**src/rtl/uart_pkg.sv**
```systemverilog
// uart_pkg: shared UART state encoding, bit-timing helper and acknowledge byte
package uart_pkg;
  typedef enum logic [1:0] {IDLE, START, DATA, STOP} uart_state_t;
  localparam logic [7:0] ACK_BYTE = 8'h06;
  function automatic int clks_per_bit(input int clk_hz, input int baud);
    return clk_hz / baud;
  endfunction
endpackage

```
**src/rtl/uart_tx_byte.sv**
```systemverilog
// uart_tx_byte: 8N1 serialiser for a single byte, start pulse in, busy while shifting
module uart_tx_byte
  import uart_pkg::*;
#(
  parameter int CLKS_PER_BIT = 8
) (
  input  logic       clock,
  input  logic       rst,
  input  logic       start,
  input  logic [7:0] data,
  output logic       tx,
  output logic       busy
);
  localparam logic [15:0] BIT_M1 = 16'(CLKS_PER_BIT - 1);
  uart_state_t st;
  logic [15:0] cnt;
  logic [2:0]  idx;
  logic [7:0]  sh;
  logic        tick;
  assign tick = cnt == BIT_M1;
  assign busy = st != IDLE;
  always_ff @(posedge clock)
    if (rst) begin
      st  <= IDLE;
      tx  <= 1'b1;
      cnt <= '0;
      idx <= '0;
      sh  <= '0;
    end else begin
      cnt <= (st == IDLE || tick) ? '0 : cnt + 16'd1;
      case (st)
        IDLE:  if (start) begin st <= START; tx <= 1'b0; sh <= data; end
        START: if (tick) begin st <= DATA; tx <= sh[0]; sh <= sh >> 1; idx <= '0; end
        DATA:  if (tick) begin
          tx  <= idx == 3'd7 ? 1'b1 : sh[0];
          sh  <= sh >> 1;
          idx <= idx + 3'd1;
          if (idx == 3'd7) st <= STOP;
        end
        STOP:  if (tick) st <= IDLE;
      endcase
    end
endmodule

```
**src/rtl/uart_prog_loader.sv**
```systemverilog
// uart_prog_loader: receives 8N1 bytes, packs them little-endian into words on the upg_* write bus
module uart_prog_loader
  import uart_pkg::*;
#(
  parameter int         CLK_HZ         = 10_000_000,
  parameter int         BAUD           = 128_000,
  parameter int         CLKS_PER_BIT   = clks_per_bit(CLK_HZ, BAUD),
  parameter int         WORD_COUNT     = 32768,
  parameter int         TIMEOUT_CYCLES = 2_000_000,
  parameter logic [7:0] ACK_BYTE       = uart_pkg::ACK_BYTE
) (
  input  logic        clock,
  input  logic        rst,
  input  logic        rx,
  output logic        tx,
  output logic [14:0] upg_adr_o,
  output logic [31:0] upg_dat_o,
  output logic        upg_wen_o,
  output logic        upg_done_o,
  output logic        frame_err_o
);
  localparam logic [15:0] BIT_M1   = 16'(CLKS_PER_BIT - 1);
  localparam logic [15:0] HALF_M1  = 16'(CLKS_PER_BIT / 2 - 1);
  localparam logic [14:0] LAST_ADR = 15'(WORD_COUNT - 1);
  localparam logic [31:0] TO_M1    = 32'(TIMEOUT_CYCLES - 1);
  logic        rx_m, rx_s, started, done_q, tx_busy, tx_start, byte_ok, bit_tick;
  uart_state_t rx_st;
  logic [15:0] cnt;
  logic [2:0]  idx;
  logic [7:0]  sh;
  logic [1:0]  k;
  logic [23:0] part;
  logic [31:0] idle;
  assign bit_tick = cnt == BIT_M1;
  assign byte_ok  = rx_st == STOP && bit_tick && rx_s && !upg_done_o;
  assign tx_start = upg_done_o && !done_q && !tx_busy;
  always_ff @(posedge clock)
    if (rst) begin
      rx_m        <= 1'b1;
      rx_s        <= 1'b1;
      rx_st       <= IDLE;
      cnt         <= '0;
      idx         <= '0;
      sh          <= '0;
      k           <= '0;
      part        <= '0;
      idle        <= '0;
      started     <= 1'b0;
      done_q      <= 1'b0;
      upg_adr_o   <= '0;
      upg_dat_o   <= '0;
      upg_wen_o   <= 1'b0;
      upg_done_o  <= 1'b0;
      frame_err_o <= 1'b0;
    end else begin
      rx_m      <= rx;
      rx_s      <= rx_m;
      done_q    <= upg_done_o;
      upg_wen_o <= 1'b0;
      if (upg_done_o) rx_st <= IDLE;
      else case (rx_st)
        IDLE:  if (!rx_s) begin rx_st <= START; cnt <= '0; end
        START: begin
          cnt <= cnt == HALF_M1 ? '0 : cnt + 16'd1;
          idx <= '0;
          if (cnt == HALF_M1) rx_st <= rx_s ? IDLE : DATA;
        end
        DATA:  begin
          cnt <= bit_tick ? '0 : cnt + 16'd1;
          if (bit_tick) begin
            sh  <= {rx_s, sh[7:1]};
            idx <= idx + 3'd1;
            if (idx == 3'd7) rx_st <= STOP;
          end
        end
        STOP:  begin
          cnt <= bit_tick ? '0 : cnt + 16'd1;
          if (bit_tick) rx_st <= IDLE;
          if (bit_tick && !rx_s) frame_err_o <= 1'b1;
        end
      endcase
      if (byte_ok) begin
        started <= 1'b1;
        idle    <= '0;
        k       <= k + 2'd1;
        if (k == 2'd3) begin
          upg_dat_o <= {sh, part};
          upg_wen_o <= 1'b1;
        end else part[{k, 3'b000} +: 8] <= sh;
      end else if (started && !upg_done_o) idle <= idle + 32'd1;
      if (upg_wen_o) begin
        upg_adr_o <= upg_adr_o == LAST_ADR ? '0 : upg_adr_o + 15'd1;
        if (upg_adr_o == LAST_ADR) upg_done_o <= 1'b1;
      end
      // a short image ends here; any partially assembled word is dropped
      if (started && !upg_done_o && idle == TO_M1) begin
        upg_done_o <= 1'b1;
        k          <= '0;
      end
    end
  uart_tx_byte #(.CLKS_PER_BIT(CLKS_PER_BIT)) u_tx (
    .clock(clock),
    .rst  (rst),
    .start(tx_start),
    .data (ACK_BYTE),
    .tx   (tx),
    .busy (tx_busy)
  );
endmodule

```
**config.mk**
```make
export PLATFORM = sky130hd
export DESIGN_NAME = uart_prog_loader
export DESIGN_NICKNAME = d
export VERILOG_FILES = /design/src/rtl/uart_pkg.sv /design/src/rtl/uart_tx_byte.sv /design/src/rtl/uart_prog_loader.sv
export SDC_FILE = /design/constraint.sdc
export NUM_CORES = 1
export LEC_CHECK = 0
export CAP_MARGIN = 20
export CORE_MARGIN = 5
export CORE_UTILIZATION = 40
export CTS_BUF_LIST = sky130_fd_sc_hd__clkbuf_8
export DETAILED_ROUTE_END_ITERATION = 12
export HOLD_SLACK_MARGIN = 0.15
export SETUP_SLACK_MARGIN = 0.05
export SLEW_MARGIN = 25
export SYNTH_ARGS = -nofsm -noshare
export SYNTH_HDL_FRONTEND = slang
export SYNTH_SLANG_ARGS = --single-unit
```
**constraint.sdc**
```tcl
create_clock -name clock -period 3.8 [get_ports clock]
set_input_delay 0.76 -clock clock [delete_from_list [all_inputs] [get_ports clock]]
set_output_delay 0.76 -clock clock [all_outputs]
set_load 0.01 [all_outputs]
```
---- Word level (Yosys, flattened, before mapping) ----
Index checks and enable logic that the tools add are counted.
operators by class
  eq/ne operators ......................... 25
  reduce and logical (&&, ||, !) cells .... 41
  shift operators ......................... 2
  mux-type cells .......................... 36
  $add $sub $neg .......................... 8
  bitwise gates (word level) .............. 3
operators with widths
  cell                                                                      number
  16-bit two-way mux                                                        3
  16-bit one-hot mux with 3 select lines                                    1
  16-bit by 1-bit adder with 16-bit output (second input constant)          2
  32-bit by 1-bit adder with 32-bit output (second input constant)          1
  16-bit by 7-bit == test with 1-bit output (second input constant)         2
  32-bit by 21-bit == test with 1-bit output (second input constant)        1
  24-bit bitwise mux                                                        1
  8-bit by 7-bit variable shift with 24-bit output (first input constant)   1
  8-bit by 7-bit indexed part select with 24-bit output                     1
  2-bit two-way mux                                                         11
  16-bit by 6-bit == test with 1-bit output (second input constant)         1
  8-bit two-way mux                                                         2
  2-bit one-hot mux with 4 select lines                                     2
  8-bit one-hot mux with 2 select lines                                     1
  15-bit by 1-bit adder with 15-bit output (second input constant)          1
  15-bit == test (second input constant)                                    1
  15-bit two-way mux                                                        1
  3-bit AND reduction                                                       5
  2-bit OR reduction                                                        7
  2-bit inequality test (second input constant)                             6
  3-bit one-hot mux with 2 select lines                                     2
  2-bit nonzero test                                                        6
  2-bit == test (second input constant)                                     5
  2-bit by 1-bit inequality test with 1-bit output (second input constant)  5
  other kinds (17)                                                          46
word-level totals
  word-level logic and storage cells ...... 136
  input port bits ......................... 3
  bits in registers ....................... 171
  output and inout port bits .............. 51

---- Depth between registers and ports, before layout ----
Gate-level depths: netlist of run 1.
  depth after elaboration ................. 6
  depth in mapped cells ................... 9
  depth with buffers taken out ............ 7

---- By module ----
A second synthesis of run 1 with hierarchy kept.
second synthesis, totals
  cells, all modules ...................... 879
  area total of the unflattened synthesis .. 7,708.6 µm²
by module, submodules not included
  module            area an instance (µm²)  seq. area each (µm²)  instances  cells an instance
  uart_prog_loader  6,158.4                 2,822.7               1          707
  uart_tx_byte      1,550.2                 600.6                 1          172

---- Least setup slack after synthesis of run 1 ----
Ideal clock, no wire load.
  path type ............................... input to register
  start ................................... input port rst
  end ..................................... register sh[1]
  path buffers ............................ 4
  arrival ................................. 1,894 ps
  setup slack ............................. 1,779 ps
  stages on the path ...................... 5
  cell sequence ........................... clkbuf_1 > clkbuf_1 > clkbuf_1 > buf_1 > nor2_1
RTL lines
  element               RTL line                RTL
  from (decl)           uart_prog_loader.sv:13  input logic rst,
  to (signal assigned)  uart_prog_loader.sv:71  sh <= {rx_s, sh[7:1]};
  to (decl)             uart_prog_loader.sv:30  logic [7:0] sh;
No word-level cell between the ends.

---- Worst setup path in the final report of run 1 ----
  start ................................... register upg_done_o
  end ..................................... output port upg_done_o
RTL lines
  element                 RTL line                RTL
  from (decl)             uart_prog_loader.sv:19  output logic upg_done_o,
  from (signal assigned)  uart_prog_loader.sv:53  upg_done_o <= 1'b0;
  from (signal assigned)  uart_prog_loader.sv:93  if (upg_adr_o == LAST_ADR) upg_done_o <= 1'b1;
  from (signal assigned)  uart_prog_loader.sv:97  upg_done_o <= 1'b1;
No word-level cell between the ends.

==> reports/metrics.cfg, run 1 <==
[placed_design]
hpwlAfterDp_mm = 10.4
gp_routability_congestion = 0.800
numPortBuffers = 53

[critical_path]
max_stage_delay_ps = 670
critical_path.cell_chain = clkdlybuf4s50_1
critical_path_s_slowest_cell = dfxtp_1
worst_r2r_startpoint = upg_done_o$_SDFFE_PP0P_
ff2ff_setup_slack_ps = 1250
crit_path_max_fanout = 16
critPathLaunchType = flop
category_of_cells_accounting_for_the_largest_share_of_critical_path_delay = flip-flops
criticalPathCategory = reg -> out
endpoint_of_the_worst_register_to_register_path = upg_done_o$_SDFFE_PP0P_
worst_r2r_path_depth = 5
cp_arrival_ps = 1790
timing.critical_path.buf_inv = 1
crit_path_end_kind = primary output
cp_data_required_time_ps = 3040

[clocking]
cts_tree = done
numCtsBuffers = 17
cts_root_buffer = clkbuf_8
cts_hold_buf = 0
post_cts_setup_driven_buffer_insertion_count = 0
cts-root-to-sink-buffers = 2
h-tree-depth = 4
worst_setup_hold_path_clk_slew_ps = 90
ctsResizeCount = 0
clock_insertion_delay_at_the_later_pin_of_the_skew_report_ps = 460
cts_num_sinks = 166

[global_routing]
grt_first_pass_wirelength_mm = 26.1
first_global_vias = 5317
grt_antenna_before_repair = 0
global_route.overflow_total = 0
grt_start_max_net_pins = 68
track_usage_pct = 14.4

[synthesis]
yosysSeqAreaShare_pct = 44.4
synthesis.area_um2 = 7490
yosysTopAreaCell = dfxtp_1
synth_cell_type_count = 61
ys_ff_latch = 166
synth_fp_nets = 877
synth.top_cell.area_share_pct = 44.4
ys.flop_type = dfxtp_1
yosys_warnings = 0
syn_inst = 854
mean_cell_area_of_the_mapped_netlist_um2 = 8.77
synthArstFlopShare_pct = 0
synth_enable_flop_cells = 0
synth_area_leaders = dfxtp_1, nand2_1, mux2i_1, nor2_1, xnor2_1

[layout]
mostFrequentLayoutCell = dfxtp_1
design.final.nets = 912
syn2layout_area_growth_pct = 14.0
n_antenna_cell = 0
drive_gt1_share_pct = 7.76
post-route-util_pct = 46.0
mostFrequentLayoutCells = dfxtp_1, nand2_1, nor2_1

[power]
cellPowerDensity_nw_per_um2 = 371
power.leakage_nw = 2.78
highest_ir_drop_seen_on_vdd_mv = 0.208
design_power_total_mw = 3.17

[route]
wirelength_mm = 15.4
route.antenna.remaining_nets = 0
overall_via_count_from_detail_route = 5721
first_iter_violations = 314
drtPass1Iterations = 5
avgRoutedWirePerCell_um = 13.5
detail_route.drc_violations = 0
vias_per_cell = 5.04

[sta]
timing_hold_violations_final = 0
hold_ws_ps = 432
grt_setup_unrepaired = no
fin_skew_ps = 13.3
relSlewSlack_pct = 37.8
tightestPinTransition_ps = 931
maxClockFrequency_mhz = 392
report.final.slew_viol_count = 0
final.setup.tns_ps = 0
setup-violations-final = 0
final.period_utilization_pct = 67.2
layout_min_cycle_time_ps = 2550

[floorplanning]
vertical_extent_of_the_die_um = 147
core.rowCount = 50
initial_utilization_pct = 40.3
dieArea_um2 = 21600
die-width_um = 147
core_area_um2 = 18600
design.portCount = 54

[flow_run]
cap_violations = 0

[hold_path]
timing.hold.worst_endpoint = rx_s$_SDFF_PP1_
critical_hold_path_startpoint = rx_m$_SDFF_PP1_
min_delay_path_depth = 1
hp-class = reg -> reg

[run_status]
run_status = complete, no violations

==> cell families (layout without fill, tap and decap cells) <==
| family | count (synthesis) | in the layout | share of synthesized area, % |
|---|---|---|---|
| DFF | 166 | 166 | 44.4 |
| muxes | 36 | 36 | 4.83 |
| xor gates and xnor gates | 66 | 66 | 7.72 |
| AOI/OAI and AO/OA | 84 | 84 | 6.45 |
| and+or+nand+nor | 421 | 421 | 29.7 |
| adders and majority gates | 20 | 20 | 3.34 |
| buffers and inverters | 61 | 109 | 3.56 |
==> registers in the layout, indices dropped and copies added, names as in the netlist, named ones only <==
signal / count
cnt: 16
done_q: 1
frame_err_o: 1
idle: 32
idx: 3
k: 2
part: 24
rx_m: 1
rx_s: 1
rx_st: 1
sh: 8
started: 1
u_tx.cnt: 16
u_tx.idx: 3
u_tx.sh: 3
u_tx.st: 2
u_tx.tx: 1
upg_adr_o: 15
upg_dat_o: 32
upg_done_o: 1
upg_wen_o: 1
==> how the worst max path moves through the flow <==
stage                                        from                       to  slack [ps]  cells past startpoint
after floorplan                               rst       sh[1]$_SDFFE_PP0P_        1780                      5
after global placement    upg_done_o$_SDFFE_PP0P_  upg_done_o$_SDFFE_PP0P_        1310                      5
after detailed placement  upg_done_o$_SDFFE_PP0P_  upg_done_o$_SDFFE_PP0P_        1220                      5
after CTS                 upg_done_o$_SDFFE_PP0P_  upg_done_o$_SDFFE_PP0P_        1190                      5
after global routing      upg_done_o$_SDFFE_PP0P_  upg_done_o$_SDFFE_PP0P_         810                      5
final                     upg_done_o$_SDFFE_PP0P_               upg_done_o        1250                      1
==> Yosys cell counts (4+ instances only) <==
master    count
inv_1        19
nor2_2        7
nor2b_1      13
nand2_1     129
xnor2_1      38
or3_1         6
a21oi_1      48
nor4_1       11
and4_1        9
buf_2        12
and2_1        6
nor3_2        6
nor3_1       16
nand4_1      20
dfxtp_1     166
buf_4         4
o21ai_0      16
nor2_1       92
mux2i_1      35
nor4_2        6
nand2b_1     28
and3_1       13
xor2_1       28
ha_1         20
nand3_1      21
or2_2         5
clkbuf_1     22
nor3b_1       8
==> routing by layer <==
| metal | track usage (%) | share of wire [%] |
|---|---|---|
| met1 | 20.3 | 52 |
| met5 | 0 | 0 |
| met4 | 4.09 | 1.1 |
| met2 | 22.0 | 44 |
| met3 | 3.39 | 2.9 |
==> where the power goes <==
part	leakage (nW)	internal [mW]	total (mW)	switching [mW]
clock network	0.195	0.535	1.22	0.689
logic	1.25	0.0606	0.168	0.107
registers	1.34	1.76	1.78	0.0181
total	2.78	2.36	3.17	0.815
==> final cells by class <==
class	count	area, um2
fillers	1823	10000
well taps	234	293
inverters	19	71.3
clock inverters	15	145
multi-input cells	627	3910
repair buffers	58	566
flip-flops and latches	166	3320
clock buffers	17	234
==> metrics by stage <==
| stage | worst slack [ps] | instance area, um2 | instances |
|---|---|---|---|
| 6_report | 1250 | 8540 | 1136 |
| 5_1_grt | 814 | 8540 | 1136 |
| 4_1_cts | 1190 | 8540 | 1136 |
| 3_5_place_dp | 1220 | 8160 | 1104 |
| 3_3_place_gp | 1310 | 8160 | 1104 |
| 2_1_floorplan | 1780 | 7490 | 854 |
(Power assumes the default switching activity.)
==> inputs of run 2 (changes only) <==
==> constraint.sdc (replaced) <==
create_clock -name clock -period 2.3 [get_ports clock]
set_input_delay 0.46 -clock clock [delete_from_list [all_inputs] [get_ports clock]]
set_output_delay 0.46 -clock clock [all_outputs]
set_load 0.01 [all_outputs]
==> run 2 against run 1 <==
Against the previous run:
- worst hold slack got worse by 13 ps
- clock skew grew 1.8 ps
- register-to-register slack worse by 990 ps
- final cell count grew 2.0%
- sequential power increased by 65%
- die area stayed put
- sequential share of layout area down 0.83 points
- power up 62%
- utilization up 1.0 points
- clock-buffer cell count unchanged
- first-iteration DRC count is 0.96% lower
- design area increased by 2.2%
- critical path type is now reg -> reg
- largest power group unchanged
==> reports/metrics.cfg, run 2 (same netlist as run 1, synthesis figures left out) <==
[sta]
timing_hold_violations_final = 0  ; unchanged
final.setup.tns_ps = 0  ; unchanged
tightestPinTransition_ps = 708  ; -223 ps
relSlewSlack_pct = 52.7  ; +15 points
setup-violations-final = 0  ; unchanged
layout_min_cycle_time_ps = 2050
fin_skew_ps = 15.1  ; +1.83 ps
grt_setup_unrepaired = no
report.final.slew_viol_count = 0  ; unchanged
final.period_utilization_pct = 89.0
maxClockFrequency_mhz = 489

[placed_design]
dp_cells = 1127  ; +2.1%
numPortBuffers = 53  ; unchanged
hpwlAfterDp_mm = 10.7  ; +2.1%
gp_routability_congestion = 0.802  ; +0.26%

[clocking]
h-tree-depth = 4  ; unchanged
clock_insertion_delay_at_the_later_pin_of_the_skew_report_ps = 450  ; about the same
cts-root-to-sink-buffers = 2  ; unchanged
cts_hold_buf = 0  ; unchanged
cts_tree = done
numCtsBuffers = 17  ; unchanged
cts_num_sinks = 166  ; unchanged
worst_setup_hold_path_clk_slew_ps = 100  ; about the same
cts_root_buffer = clkbuf_8

[critical_path]
worst_r2r_startpoint = cnt[0]$_SDFFE_PP0P_
cp_arrival_ps = 2420  ; +630 ps
crit_path_max_fanout = 8  ; -8
criticalPathCategory = reg -> reg
critPathLaunchType = flop
worst_r2r_path_depth = 8  ; +3
critical_path_source = cnt[0]$_SDFFE_PP0P_
worst_setup_path_endpoint = part[17]$_SDFFE_PP0P_
cp_data_required_time_ps = 2670  ; -370 ps
crit_path_end_kind = flop
endpoint_of_the_worst_register_to_register_path = part[17]$_SDFFE_PP0P_
ff2ff_setup_slack_ps = 250  ; -990 ps

[layout]
reg_top3 = idle: 32 flops, upg_dat_o: 32 flops, part: 24 flops
drive_gt1_share_pct = 10.4  ; +2.6 points
design.final.nets = 935  ; +2.5%
mostFrequentLayoutCell = dfxtp_1
syn2layout_area_growth_pct = 16.5
mostFrequentLayoutCells = dfxtp_1, nand2_1, nor2_1
n_antenna_cell = 0  ; unchanged
post_layout_nonfiller_instances = 1159  ; +2.0%
num-fill-cells = 1835  ; +0.66%

[route]
route.antenna.remaining_nets = 0  ; unchanged
wirelength_mm = 15.5  ; +0.74%
detail_route.drc_violations = 0  ; unchanged
avgRoutedWirePerCell_um = 13.4  ; -1.3%
vias_per_cell = 4.98  ; -1.2%
overall_via_count_from_detail_route = 5767  ; +0.80%
first_iter_violations = 311  ; -0.96%
drtPass1Iterations = 4  ; -1

[floorplanning]
core_area_um2 = 18600  ; unchanged
dieArea_um2 = 21600  ; unchanged
initial_utilization_pct = 40.3  ; unchanged
die-width_um = 147  ; unchanged
design.portCount = 54  ; unchanged
core.rowCount = 50  ; unchanged
vertical_extent_of_the_die_um = 147  ; unchanged

[global_routing]
grt_first_pass_wirelength_mm = 26.5  ; +1.3%
grt_start_max_net_pins = 83  ; +22%
grt_antenna_before_repair = 0  ; unchanged
track_usage_pct = 14.6  ; +0.22 points
first_global_vias = 5421  ; +2.0%
global_route.overflow_total = 0  ; unchanged

[power]
cellPowerDensity_nw_per_um2 = 589  ; +59%
highest_ir_drop_seen_on_vdd_mv = 0.361  ; +74%
power.leakage_nw = 2.89  ; +4.0%

[flow_run]
cap_violations = 0  ; unchanged

[hold_path]
hp-class = reg -> reg
critical_hold_path_startpoint = rx_m$_SDFF_PP1_

[run_status]
run_status = complete, no violations

run 2: stage by stage:
step	area, um2	utilization (%)	setup slack (ps)	hold slack, ps	power, mW
after floorplan	7490	-	471	389	3.21
after global placement	8360	45.0	251	399	3.30
after detailed placement	8360	45.0	231	401	3.30
after CTS	8720	46.9	198	383	5.24
after global routing	8730	47.0	111	415	5.40
final	8730	47.0	253	418	5.14
run 2: worst min-delay path by stage:
| stage | endpoint | cells after the start |
|---|---|---|
| 3_5_place_dp | rx_s$_SDFF_PP1_ | 1 |
| 4_1_cts | cnt[11]$_SDFFE_PP0P_ | 4 |
| 5_1_grt | cnt[11]$_SDFFE_PP0P_ | 4 |
| 2_1_floorplan | rx_s$_SDFF_PP1_ | 1 |
| 3_3_place_gp | rx_s$_SDFF_PP1_ | 1 |
| 6_report | rx_s$_SDFF_PP1_ | 1 |
run 2: layer usage:
metal  vias up  track usage, %  share of wire [%]
met3         8            3.55                2.8
li1       3015               -                  -
met1      2691            20.6                 52
met5         -               0                  0
met2        53            22.4                 45
met4         0            3.86               0.74
run 2: cell type report:
class	count	area [um2]	share of cell area, %
Clock buffer	17	234	2.68
Clock inverter	15	124	1.42
Inverter	19	71.3	0.817
Multi-Input combinational cell	627	3920	44.9
Sequential cell	166	3320	38.1
Tap cell	234	293	3.35
Timing Repair Buffer	81	763	8.74
run 2: power by group:
group,internal (mW),switching [mW]
sequential,2.91,0.0268
clock,0.772,1.14
combinational,0.114,0.186
run 2: repair_timing:
item,4_1_cts,5_1_grt
endpoints found under the setup margin,0,12
setup buffers,0,0
gates resized for setup,0,4
run 2: worst max-delay path: stages, from the launching register on:
cell,delay [ps]
dfxtp_1,440
ha_1,170
and3b_1,210
nand4_1,140
buf_4,190
nor2_2,220
and3_1,200
buf_4,190
mux2i_1,220
